File: config.mk
export PLATFORM = sky130hd
export DESIGN_NAME = alu_exec_stage
export DESIGN_NICKNAME = d
export VERILOG_FILES = /design/src/rtl/alu_exec_pkg.sv /design/src/rtl/alu_exec_mul.sv /design/src/rtl/alu_exec_stage.sv
export SDC_FILE = /design/constraint.sdc
export NUM_CORES = 1
export LEC_CHECK = 0
export ABC_AREA = 1
export BUFFER_PORTS_ARGS = -buffer_cell sky130_fd_sc_hd__buf_2
export CAP_MARGIN = 15
export CORE_MARGIN = 5
export CORE_UTILIZATION = 55
export CTS_BUF_LIST = sky130_fd_sc_hd__clkbuf_8
export DETAILED_ROUTE_END_ITERATION = 8
export PLACE_DENSITY = 0.88
export SYNTH_ARGS = -nofsm -noshare
export SYNTH_HDL_FRONTEND = slang
export SYNTH_HIERARCHICAL = 1
export SYNTH_SLANG_ARGS = --single-unit
File: constraint.sdc
create_clock -name clk -period 3.4 [get_ports clk]
set_clock_uncertainty 0.2 [all_clocks]
set_input_delay 0.34 -clock clk [delete_from_list [all_inputs] [get_ports clk]]
set_output_delay 0.34 -clock clk [all_outputs]
set_load 0.01 [all_outputs]
File: src/rtl/alu_exec_pkg.sv
// Shared definitions for the ALU execute/writeback stage: opcodes, FSM
// state encoding and default widths.
package alu_exec_pkg;

   localparam int DATA_W_DEF = 8;
   localparam int ADDR_W_DEF = 3;

   localparam logic [2:0] OP_ADD = 3'b000;
   localparam logic [2:0] OP_SUB = 3'b001;
   localparam logic [2:0] OP_AND = 3'b010;
   localparam logic [2:0] OP_OR  = 3'b011;
   localparam logic [2:0] OP_XOR = 3'b100;
   localparam logic [2:0] OP_LDI = 3'b101;
   localparam logic [2:0] OP_SHL = 3'b110;
   localparam logic [2:0] OP_MUL = 3'b111;

   typedef enum logic {
      ST_RUN = 1'b0,
      ST_MUL = 1'b1
   } state_t;

endpackage

File: src/rtl/alu_exec_mul.sv
// Iterative shift-add multiplier: one partial product per cycle while run
// is high; done flags the final iteration and product already includes it.
module alu_exec_mul
   import alu_exec_pkg::*;
#(
   parameter int DATA_W = DATA_W_DEF
) (
   input  logic              clk,
   input  logic              rst_n,
   input  logic              start,
   input  logic              run,
   input  logic [DATA_W-1:0] a,
   input  logic [DATA_W-1:0] b,
   output logic              done,
   output logic [DATA_W-1:0] product
);

   localparam int CNT_W = (DATA_W > 1) ? $clog2(DATA_W) : 1;

   logic [DATA_W-1:0] mcand;
   logic [DATA_W-1:0] mplier;
   logic [DATA_W-1:0] acc;
   logic [CNT_W-1:0]  cnt;

   // Accumulator value after this cycle's partial product; truncated to DATA_W.
   assign product = acc + (mplier[0] ? mcand : '0);
   assign done    = run && (cnt == CNT_W'(DATA_W - 1));

   always_ff @(posedge clk or negedge rst_n) begin
      if (!rst_n) begin
         mcand  <= '0;
         mplier <= '0;
         acc    <= '0;
         cnt    <= '0;
      end else if (start) begin
         mcand  <= a;
         mplier <= b;
         acc    <= '0;
         cnt    <= '0;
      end else if (run) begin
         acc    <= product;
         mcand  <= mcand << 1;
         mplier <= mplier >> 1;
         cnt    <= cnt + 1'b1;
      end
   end

endmodule

File: src/rtl/alu_exec_stage.sv
// Single-issue execute/writeback stage in front of the 8x8 register file:
// D slot reads operands, W slot drives the write port one cycle later.
module alu_exec_stage
   import alu_exec_pkg::*;
#(
   parameter int DATA_W = DATA_W_DEF,
   parameter int ADDR_W = ADDR_W_DEF
) (
   input  logic              clk,
   input  logic              rst_n,
   input  logic              instr_valid,
   output logic              instr_ready,
   input  logic [2:0]        instr_op,
   input  logic [ADDR_W-1:0] instr_rd,
   input  logic [ADDR_W-1:0] instr_rs0,
   input  logic [ADDR_W-1:0] instr_rs1,
   input  logic [DATA_W-1:0] instr_imm,
   output logic [ADDR_W-1:0] rf_read_addr0,
   output logic [ADDR_W-1:0] rf_read_addr1,
   input  logic [DATA_W-1:0] rf_read_data0,
   input  logic [DATA_W-1:0] rf_read_data1,
   output logic [ADDR_W-1:0] rf_write_addr,
   output logic [DATA_W-1:0] rf_write_data,
   output logic              rf_write_enable,
   output logic              busy,
   output logic              flag_zero
);

   state_t            state;

   logic              vld_p1;
   logic [2:0]        op_p1;
   logic [ADDR_W-1:0] rd_p1;
   logic [ADDR_W-1:0] rs0_p1;
   logic [ADDR_W-1:0] rs1_p1;
   logic [DATA_W-1:0] imm_p1;

   logic              vld_p2;
   logic [ADDR_W-1:0] addr_p2;
   logic [DATA_W-1:0] data_p2;

   logic              accept;
   logic              alu_fire;
   logic              mul_start;
   logic              mul_done;
   logic [DATA_W-1:0] alu_res;
   logic [DATA_W-1:0] mul_product;

   function automatic logic [DATA_W-1:0] alu_eval(
      input logic [2:0]        op,
      input logic [DATA_W-1:0] a,
      input logic [DATA_W-1:0] b,
      input logic [DATA_W-1:0] imm
   );
      logic [DATA_W-1:0] r;
      case (op)
         OP_ADD:  r = a + b;
         OP_SUB:  r = a - b;
         OP_AND:  r = a & b;
         OP_OR:   r = a | b;
         OP_XOR:  r = a ^ b;
         OP_LDI:  r = imm;
         OP_SHL:  r = a << b[2:0];
         default: r = '0;
      endcase
      return r;
   endfunction

   assign instr_ready = !vld_p1 || (state == ST_RUN && op_p1 != OP_MUL);
   assign accept      = instr_valid && instr_ready;
   assign alu_fire    = (state == ST_RUN) && vld_p1 && (op_p1 != OP_MUL);
   assign mul_start   = (state == ST_RUN) && vld_p1 && (op_p1 == OP_MUL);
   assign busy        = (state == ST_MUL);

   assign rf_read_addr0 = vld_p1 ? rs0_p1 : '0;
   assign rf_read_addr1 = vld_p1 ? rs1_p1 : '0;
   assign alu_res       = alu_eval(op_p1, rf_read_data0, rf_read_data1, imm_p1);

   assign rf_write_enable = vld_p2;
   assign rf_write_addr   = addr_p2;
   assign rf_write_data   = data_p2;

   alu_exec_mul #(
      .DATA_W(DATA_W)
   ) u_mul (
      .clk    (clk),
      .rst_n  (rst_n),
      .start  (mul_start),
      .run    (busy),
      .a      (rf_read_data0),
      .b      (rf_read_data1),
      .done   (mul_done),
      .product(mul_product)
   );

   // D -> W boundary: FSM, writeback register and D-slot refill share one edge.
   always_ff @(posedge clk or negedge rst_n) begin
      if (!rst_n) begin
         state     <= ST_RUN;
         vld_p1    <= 1'b0;
         op_p1     <= '0;
         rd_p1     <= '0;
         rs0_p1    <= '0;
         rs1_p1    <= '0;
         imm_p1    <= '0;
         vld_p2    <= 1'b0;
         addr_p2   <= '0;
         data_p2   <= '0;
         flag_zero <= 1'b0;
      end else begin
         vld_p2 <= 1'b0;
         if (alu_fire) begin
            vld_p2    <= 1'b1;
            addr_p2   <= rd_p1;
            data_p2   <= alu_res;
            flag_zero <= (alu_res == '0);
         end else if (mul_start) begin
            state <= ST_MUL;
         end else if (mul_done) begin
            vld_p2    <= 1'b1;
            addr_p2   <= rd_p1;
            data_p2   <= mul_product;
            flag_zero <= (mul_product == '0);
            state     <= ST_RUN;
         end

         if (accept) begin
            vld_p1 <= 1'b1;
            op_p1  <= instr_op;
            rd_p1  <= instr_rd;
            rs0_p1 <= instr_rs0;
            rs1_p1 <= instr_rs1;
            imm_p1 <= instr_imm;
         end else if (alu_fire || mul_done) begin
            vld_p1 <= 1'b0;
         end
      end
   end

endmodule

==> flow_summary.json, run 1 <==
{
  "antenna_cells": 0,
  "synth_simple_gate_area_share": 0.302,
  "worstSetupStartpointType": "flop",
  "first_iter_violations": 377,
  "rsz0062_at_grt": "no",
  "synth_compound_area_frac": 0.0936,
  "maxCapViolations": 0,
  "ys_top_cells_by_area": "dfrtp_1, nand2_1, ha_1",
  "area_delta_synth_final_pct": 12.4,
  "leakage_nw": 2.77,
  "multi_input_area_mm2": 0.00252,
  "critical_path_arrival_ns": 2.99,
  "hold_class": "in -> reg",
  "cts.repair.resized": 0,
  "p_int_mw": 2.43,
  "startpoint": "op_p1[1]",
  "required_ns": 3.46,
  "synth.top_cell.area_share": 0.343,
  "port_buffers": 59,
  "fin_crit_ns": 2.93,
  "totalWireLength_um": 11900,
  "tns_ns": 0,
  "final_antenna_net_count": 0,
  "max_freq_mhz": 341,
  "core_mm2": 0.00809,
  "cts_buffer_depth": 2,
  "syn_nets": 666,
  "grt_max_degree": 45,
  "clk_pin_slew_worst_paths_ns": 0.08,
  "dp_hpwl_um": 9100,
  "dr_total_vias": 4212,
  "worstMarginPinSlew_ns": 1.01,
  "die_w_um": 101,
  "final_design_area_no_fill_mm2": 0.00508,
  "final_common_cell": "nand2_1",
  "seq_area_frac_synth": 0.343,
  "async_flop_share": 1.00,
  "wire_per_inst_um": 15.6,
  "p_comb_frac": 0.539,
  "synth-edff-count": 0,
  "critical_path_class": "reg -> reg",
  "slew-limit-headroom": 0.326,
  "seqPwrFrac": 0.301,
  "r2r_start": "op_p1[1]",
  "synth_cells": 591,
  "antenna_found_initial": 0,
  "fin_crit_sh": 0.861,
  "cp_max_fo": 9,
  "drc": 0,
  "ctsHoldBuffers": 1,
  "synth-xor-area-share": 0.0213,
  "gp_congestion": 0.957,
  "holdCritStartpoint": "instr_rd[1]",
  "ys_types": 44,
  "postCtsSetupRepairBufs": 0,
  "layout-drive-gt1-share": 0.192,
  "nNetsFinal": 726,
  "yosysTopAreaCell": "dfrtp_1",
  "overflow": 0,
  "cts_tree": "built",
  "synth-seq-cells": 62,
  "avgSynthCellArea_um2": 7.64,
  "synth-main-ff-cell": "dfrtp_1",
  "synthAdderAreaFrac": 0.103,
  "grt_pass1_wl_um": 19500,
  "syn_area_mm2": 0.00452,
  "grt_pass1_vias": 4078,
  "status": "complete, no violations",
  "grtUsageTotal": 0.243,
  "dpl-instance-area_mm2": 0.00485,
  "synth_top_family_by_area": "simple AND/OR/NAND/NOR gates",
  "peakVddDrop_mv": 0.627,
  "yosysWarnings": 6,
  "viasPerCell": 5.53,
  "switching_share": 0.462,
  "dieHeight_um": 101,
  "drv_slew": 0,
  "power.density_mw_per_mm2": 890,
  "fin_cells": 761,
  "most-common-layout-cells": "nand2_1, inv_1, dfrtp_1",
  "drt_pre_antenna_iters": 5,
  "worst_setup_path_end_kind": "flop",
  "row_count": 33,
  "dieArea_mm2": 0.0101,
  "p_clk_frac": 0.160,
  "start_util": 0.558,
  "dp.cells": 744,
  "setup_viol": 0,
  "muxShareOfSynthArea": 0.0374,
  "clock_latency_ns": 0.34,
  "h-tree-depth": 3,
  "hold_violations": 0,
  "ioPinCount": 60,
  "seq_area_mm2": 0.00155,
  "numCtsBuffers": 9,
  "cts_root_buffer": "clkbuf_8",
  "switching_power_mw": 2.09,
  "cts.sinks": 62,
  "fillers": 724
}
## Yosys cell counts (3+ instances only)
| cell | count |
|---|---|
| dfrtp_1 | 62 |
| nand3_1 | 39 |
| buf_4 | 3 |
| inv_1 | 68 |
| buf_2 | 6 |
| a21oi_1 | 22 |
| xor2_1 | 10 |
| nor3_1 | 3 |
| mux2_1 | 4 |
| o22ai_1 | 7 |
| buf_6 | 7 |
| inv_2 | 6 |
| nand3b_1 | 3 |
| a22o_1 | 5 |
| mux2_2 | 11 |
| ha_1 | 34 |
| o211ai_1 | 4 |
| nor2_2 | 7 |
| nor2_1 | 51 |
| nand4_1 | 16 |
| nand3_2 | 4 |
| o21ai_0 | 22 |
| nand2_1 | 157 |
| or2_2 | 4 |
| o21ai_1 | 5 |
| and2_1 | 3 |
| a22oi_1 | 5 |
## worst paths after layout
path                       cells past startpoint  slack [ns]          endpoint
max                                           17        0.47         flag_zero
min                                            2       0.005          rd_p1[1]
max reg2reg                                   17        0.47         flag_zero
min reg2reg                                    2        0.28  rf_write_addr[0]
max in group asynchronous                      3        1.81         imm_p1[0]
min in group asynchronous                      2        0.27  rf_write_data[1]
## cells by family after synthesis
group	Yosys count
AND/OR/NAND/NOR	298
flip-flops	62
AO/OA/AOI/OAI	73
adder cells (fa/ha/maj)	36
buffers and inverters	96
XOR/XNOR	11
multiplexers	15
## worst max-delay path: stages, from the launching register on
cell,delay (ns)
dfrtp_1,0.58
nor2_8,0.23
nand2_4,0.11
o21ai_0,0.31
inv_1,0.09
ha_1,0.28
nand2_1,0.07
inv_1,0.09
nand2_1,0.06
nand2_1,0.14
nand2_1,0.07
nand2_1,0.06
nor2_1,0.06
nor2_1,0.11
nand2_1,0.08
nor2_2,0.11
nand2_1,0.07
a21oi_2,0.13
## metrics by stage
step / hold WS [ns] / utilization / total power [mW] / setup slack [ns]
5_1_grt: 0.00485 / 0.627 / 4.90 / 0.231
3_3_place_gp: 0.105 / 0.599 / 3.66 / 0.505
4_1_cts: 0.00449 / 0.627 / 4.50 / 0.479
2_1_floorplan: -0.156 / - / 3.18 / 0.722
6_report: 0.00515 / 0.627 / 4.52 / 0.472
3_5_place_dp: 0.115 / 0.599 / 3.75 / 0.413
## layout make-up
cell class	count	area share
Tap cell	105	0.0259
Clock inverter	7	0.0187
Timing Repair Buffer	67	0.0705
Multi-Input combinational cell	433	0.496
Sequential cell	62	0.306
Inverter	78	0.0592
Clock buffer	9	0.0244
## state kept, by name, indices dropped and copies added, names as in the netlist, 3 cells and up
signal / cells
op_p1: 3
u_mul/mcand: 8
rs0_p1: 3
rf_write_addr: 3
rf_write_data: 8
u_mul/cnt: 3
rd_p1: 3
u_mul/acc: 8
imm_p1: 8
rs1_p1: 3
u_mul/mplier: 8
## power by group through the flow
| stage | sequential (mW) | clock, mW | combinational (mW) |
|---|---|---|---|
| after detailed placement | 1.37 | 0 | 2.39 |
| final | 1.36 | 0.723 | 2.44 |
| after global placement | 1.34 | 0 | 2.32 |
| after global routing | 1.40 | 0.767 | 2.73 |
| after CTS | 1.35 | 0.731 | 2.42 |
| after floorplan | 1.29 | 0 | 1.88 |
## metal layers
layer | wire (um) | part of all wire | vias up | global-route usage
li1 | - | - | 2046 | -
met1 | 4940 | 0.42 | 1938 | 0.320
met2 | 5630 | 0.47 | 205 | 0.392
met3 | 1050 | 0.088 | 23 | 0.0588
met4 | 259 | 0.022 | 0 | 0.0798
met5 | 0 | 0 | - | 0
No activity file was read; power rests on OpenSTA's default activity.
==> run 2: changes to the inputs <==
--- a/config.mk
+++ b/config.mk
@@ -9,10 +9,10 @@
 export BUFFER_PORTS_ARGS = -buffer_cell sky130_fd_sc_hd__buf_2
 export CAP_MARGIN = 15
 export CORE_MARGIN = 5
-export CORE_UTILIZATION = 55
+export CORE_UTILIZATION = 43
 export CTS_BUF_LIST = sky130_fd_sc_hd__clkbuf_8
 export DETAILED_ROUTE_END_ITERATION = 8
-export PLACE_DENSITY = 0.88
+export PLACE_DENSITY = 0.73
 export SYNTH_ARGS = -nofsm -noshare
 export SYNTH_HDL_FRONTEND = slang
 export SYNTH_HIERARCHICAL = 1
==> constraint.sdc (replaced) <==
create_clock -name clk -period 3.6 [get_ports clk]
set_clock_uncertainty 0.2 [all_clocks]
set_input_delay 0.36 -clock clk [delete_from_list [all_inputs] [get_ports clk]]
set_output_delay 0.36 -clock clk [all_outputs]
set_load 0.01 [all_outputs]
==> run 2 against run 1 <==
- non-clock buffer count decreased by 3
- total power down 8.0%
- final cell count increased by 3.7%
- register-to-register slack better by 0.17 ns
- via count decreased by 2.2%
- combinational power decreased by 8.2%
- global-route usage fell by 4.6 points
- maximum frequency fell by 0.94%
- first-iteration DRC count is 26% lower
- flip-flop and latch count is the same
- clock-buffer cell count grew 1
- critical path type unchanged
- highest routed layer unchanged
==> flow_summary.json, run 2 (synthesis gave the netlist of run 1 again) <==
{
  "status": "complete, no violations",
  "totalWireLength_um": 12000,
  "antenna_found_initial": 0,
  "antenna_cells": 0,
  "wire_per_inst_um": 15.2,
  "final_antenna_net_count": 0,
  "cpLargestDelayFamily": "simple AND/OR/NAND/NOR gates",
  "hold_class": "in -> reg",
  "cp_max_fo": 9,
  "holdCritStartpoint": "instr_rd[0]",
  "most-common-layout-cells": "nand2_1, inv_1, dfrtp_1",
  "r2r-end": "flag_zero",
  "fillers": 1015,
  "dieHeight_um": 113,
  "cts_tree": "built",
  "multi_input_area_mm2": 0.00252,
  "overflow": 0,
  "dp.cells": 772,
  "fin_crit_ns": 2.96,
  "required_ns": 3.67,
  "dp_hpwl_um": 9150,
  "cts_root_buffer": "clkbuf_8",
  "worstSetupStartpointType": "flop",
  "cts.repair.resized": 0,
  "cpMostUsedCell": "nand2_1",
  "dpl-instance-area_mm2": 0.00486,
  "clock_latency_ns": 0.34,
  "tns_ns": 0,
  "row_count": 37,
  "min_path_cells": 2,
  "r2r_slack_ns": 0.64,
  "r2r_start": "op_p1[1]",
  "fin_crit_sh": 0.821,
  "power.density_mw_per_mm2": 819,
  "drv_slew": 0,
  "leakage_nw": 2.75,
  "drc": 0,
  "die_w_um": 113,
  "r2r_cells": 16,
  "worst_setup_path_end_kind": "flop",
  "grt_max_degree": 42,
  "max_freq_mhz": 338,
  "cpMaxStageDelayCell": "dfrtp_1",
  "worstMarginPinSlew_ns": 1.01,
  "peakVddDrop_mv": 0.473,
  "h-tree-depth": 3,
  "final_common_cell": "nand2_1",
  "grt_pass1_vias": 4171,
  "hold_violations": 0,
  "dieArea_mm2": 0.0127,
  "cts.sinks": 62,
  "critical_path_arrival_ns": 3.02,
  "start_util": 0.440,
  "core_mm2": 0.0103,
  "clk_pin_slew_worst_paths_ns": 0.07,
  "grt_pass1_wl_um": 20100,
  "port_buffers": 59,
  "layout-drive-gt1-share": 0.188,
  "fin_cells": 789,
  "slew-limit-headroom": 0.325,
  "postCtsSetupRepairBufs": 0,
  "seq_area_mm2": 0.00155,
  "dr_total_vias": 4121,
  "whs_endpoint": "rd_p1[0]",
  "power_mw": 4.15,
  "viasPerCell": 5.22,
  "gp_congestion": 0.969,
  "final_design_area_no_fill_mm2": 0.00507,
  "maxCapViolations": 0,
  "first_iter_violations": 279,
  "cts_buffer_depth": 2,
  "crit_chain": "nor2_8, nand2_4, o21ai_0, inv_1, ha_1, nand2_1, inv_1, nand2_1, nand2_1, a21oi_1, nand3_1, nand3_1, nand2_1, nor2_2, nand2_1, a21oi_2",
  "setup_viol": 0,
  "grtUsageTotal": 0.197,
  "critical_path_class": "reg -> reg",
  "area_delta_synth_final_pct": 12.3,
  "startpoint": "op_p1[1]",
  "rsz0062_at_grt": "no",
  "numCtsBuffers": 9,
  "post-route-util": 0.494,
  "critPathBufInv": 2,
  "ioPinCount": 60,
  "drt_pre_antenna_iters": 5,
  "max_stage_delay_ns": 0.59,
  "nNetsFinal": 723
}
## run 2: cell count changes in the layout (fill, tap and decap cells not counted), sizes merged
cell and delta:
inv -2, buf -3, bufinv -1, clkinv +2
clkbuf +1
## run 2: timing repair
item	in CTS	in global routing
hold buffers	1	0
endpoints found under the setup margin	0	0
endpoints found under the hold margin	40	0
## run 2: power breakdown
| group | internal, mW | leakage (nW) | total (mW) | switching (mW) |
|---|---|---|---|---|
| Sequential | 1.04 | 0.753 | 1.29 | 0.255 |
| Clock | 0.336 | 0.102 | 0.621 | 0.285 |
| Combinational | 0.838 | 1.89 | 2.24 | 1.41 |
| Total | 2.21 | 2.75 | 4.15 | 1.94 |
## run 2: worst reg2reg max path: stages (launching register included)
cell and delay [ns]:
dfrtp_1 0.59, nor2_8 0.23, nand2_4 0.11, o21ai_0 0.39, inv_1 0.10, ha_1 0.29
nand2_1 0.09, inv_1 0.06, nand2_1 0.05, nand2_1 0.10, a21oi_1 0.15, nand3_1 0.08
nand3_1 0.10, nand2_1 0.10, nor2_2 0.08, nand2_1 0.07, a21oi_2 0.11
## run 2: stage by stage
| step | setup WS (ns) | hold slack [ns] |
|---|---|---|
| 2_1_floorplan | 0.902 | -0.136 |
| 3_3_place_gp | 0.654 | 0.253 |
| 3_5_place_dp | 0.568 | 0.262 |
| 4_1_cts | 0.635 | 0.00927 |
| 5_1_grt | 0.431 | 0.0122 |
| 6_report | 0.644 | 0.0270 |
## run 2: how the worst max path moves through the flow
| stage | end | cells after the start | slack (ns) |
|---|---|---|---|
| final | flag_zero | 16 | 0.64 |
| after floorplan | flag_zero | 18 | 0.90 |
| after CTS | flag_zero | 15 | 0.64 |
| after global routing | flag_zero | 15 | 0.43 |
| after global placement | flag_zero | 18 | 0.65 |
| after detailed placement | flag_zero | 18 | 0.57 |
## run 2: metal layers
| metal | vias up | GRT usage | wire (um) |
|---|---|---|---|
| li1 | 2031 | - | - |
| met3 | 24 | 0.0388 | 778 |
| met1 | 1921 | 0.264 | 5490 |
| met5 | - | 0 | 0 |
| met2 | 145 | 0.316 | 5440 |
| met4 | 0 | 0.0689 | 317 |
## run 2: final cells by class
class                      count  share of cell area
multi-input combinational    433               0.496
timing repair buffer          64              0.0661
sequential                    62               0.306
tap                          136              0.0335
clock inverter                 6              0.0121
inverter                      78              0.0592
clock buffer                  10              0.0271
==> run 3: changes to the inputs <==
--- a/config.mk
+++ b/config.mk
@@ -12,7 +12,7 @@
 export CORE_UTILIZATION = 43
 export CTS_BUF_LIST = sky130_fd_sc_hd__clkbuf_8
 export DETAILED_ROUTE_END_ITERATION = 8
-export PLACE_DENSITY = 0.73
+export PLACE_DENSITY = 0.76
 export SYNTH_ARGS = -nofsm -noshare
 export SYNTH_HDL_FRONTEND = slang
 export SYNTH_HIERARCHICAL = 1
==> constraint.sdc (replaced) <==
create_clock -name clk -period 2.65 [get_ports clk]
set_clock_uncertainty 0.2 [all_clocks]
set_input_delay 0.265 -clock clk [delete_from_list [all_inputs] [get_ports clk]]
set_output_delay 0.265 -clock clk [all_outputs]
set_load 0.01 [all_outputs]
==> run 3 against run 2 <==
- clock power rose by 17%
- sequential share of layout area down 1.9 points
- maximum frequency rose by 16%
- final cell count rose by 4.8%
- critical path type unchanged
- largest cell class unchanged
- largest power group unchanged
==> flow_summary.json, run 3 (synthesis gave the netlist of run 1 again) <==
{
  "worstMarginPinSlew_ns": 0.620,
  "viasPerCell": 5.24,
  "grt_pass1_wl_um": 21000,
  "grt_max_degree": 27,
  "cts_tree": "built",
  "nNetsFinal": 761,
  "final_antenna_net_count": 0,
  "layout-drive-gt1-share": 0.213,
  "dr_total_vias": 4333,
  "drc": 0,
  "cts_root_buffer": "clkbuf_8",
  "fin_crit_sh": 0.965,
  "grtUsageTotal": 0.204,
  "multi_input_area_mm2": 0.00255,
  "leakage_nw": 2.90,
  "final_common_cell": "nand2_1",
  "cts.sinks": 62,
  "worstSetupStartpointType": "flop",
  "wire_per_inst_um": 15.5,
  "worst_setup_path_end_kind": "flop",
  "hold_class": "in -> reg",
  "grt_pass1_vias": 4301,
  "slew-limit-headroom": 0.585,
  "max_freq_mhz": 391,
  "most-common-layout-cells": "nand2_1, inv_1, dfrtp_1",
  "start_util": 0.440,
  "ioPinCount": 60,
  "post-route-util": 0.527,
  "setup_viol": 0,
  "cpMostUsedCell": "nand2_1",
  "dp_hpwl_um": 9710,
  "dieArea_mm2": 0.0127,
  "drt_pre_antenna_iters": 5,
  "peakVddDrop_mv": 0.787,
  "port_buffers": 59,
  "seq_area_mm2": 0.00155,
  "totalWireLength_um": 12800,
  "antenna_found_initial": 0,
  "status": "complete, no violations",
  "dieHeight_um": 113,
  "critical_path_arrival_ns": 2.63,
  "cts_buffer_depth": 2,
  "crit_chain": "nor2_8, nand2_8, o21ai_0, nand2_1, xor2_1, ha_1, nand2_1, or2_2, nand3_1, nand2_1, nand3_1, nand2_1, nor2_2, nand2_1, a21oi_2",
  "h-tree-depth": 3,
  "clock_latency_ns": 0.33,
  "maxCapViolations": 0,
  "row_count": 37,
  "max_stage_delay_ns": 0.44,
  "required_ns": 2.72,
  "core_mm2": 0.0103,
  "gp_congestion": 0.967,
  "area_delta_synth_final_pct": 19.9,
  "r2r_slack_ns": 0.09,
  "place_ws_ns": -0.0225,
  "setup_ws_ns": 0.0918,
  "drv_slew": 0,
  "hold_violations": 0,
  "fillers": 962,
  "first_iter_violations": 321,
  "fin_crit_ns": 2.56,
  "numCtsBuffers": 9,
  "cpMaxStageDelayCell": "dfrtp_2",
  "overflow": 0,
  "whs_ns": 0.0296,
  "antenna_cells": 0,
  "die_w_um": 113,
  "clk_pin_slew_worst_paths_ns": 0.08,
  "cp_max_fo": 8,
  "critical_path_class": "reg -> reg",
  "rsz0062_at_grt": "yes",
  "power.density_mw_per_mm2": 1060
}
run 3: changes by cell type in the layout (fill, tap and decap cells not counted), sizes merged:
cell         previous run  this run
buf                    63        82
dlygate4sd3             1        20
inv                    76        78
bufinv                  1         0
clkbuf                 10         9
clkinv                  6         5
clkinvlp                1         2
run 3: per-layer routing:
layer | wire (um) | share of wire | global-route usage
met1 | 5530 | 0.43 | 0.269
met2 | 5870 | 0.46 | 0.329
met3 | 1030 | 0.080 | 0.0394
met4 | 354 | 0.028 | 0.0809
met5 | 0 | 0 | 0
run 3: power by group:
part | internal (mW) | switching (mW)
clock network | 0.340 | 0.389
logic | 1.26 | 2.05
registers | 1.41 | 0.314
total | 3.01 | 2.75
run 3: path summary, 6_finish.rpt:
kind                                       start               end  cells past startpoint
worst max-delay path                    op_p1[2]         flag_zero                     15
worst min-delay path                instr_imm[1]         imm_p1[1]                      3
worst max register to register          op_p1[2]         flag_zero                     15
worst min register to register  rf_write_addr[2]  rf_write_addr[2]                      2
max in group asynchronous                  rst_n          op_p1[2]                      3
min in group asynchronous                  rst_n  rf_write_data[3]                      2
run 3: layout make-up:
type | instances | share of cell area
clock buffer | 9 | 0.0229
clock inverter | 7 | 0.00878
inverter | 78 | 0.0554
multi-input combinational | 433 | 0.472
sequential | 62 | 0.287
tap | 136 | 0.0314
timing repair buffer | 102 | 0.123
run 3: metrics by stage:
step           cells  power, mW  area, um2  TNS, ns
2_1_floorplan    591       4.08       4520        0
3_3_place_gp     791       4.82       5010        0
3_5_place_dp     791       4.94       5010  -0.0263
4_1_cts          827       5.72       5380        0
5_1_grt          827       6.27       5420   -0.111
6_report         827       5.76       5420        0
run 3: worst max-delay path: cells and delay by family (launching register included):
kind	cells	cell delay [ns]
flip-flops	1	0.44
AO/OA/AOI/OAI	2	0.18
adder cells (fa/ha/maj)	1	0.34
XOR/XNOR	1	0.16
AND/OR/NAND/NOR	11	1.18
run 3: repair_timing:
| action | in CTS | in global routing |
|---|---|---|
| setup endpoints to repair | 0 | 17 |
| buffers inserted | 0 | 0 |
| hold endpoints to repair | 37 | 0 |
| hold buffers | 20 | 0 |
| resized for setup | 0 | 8 |
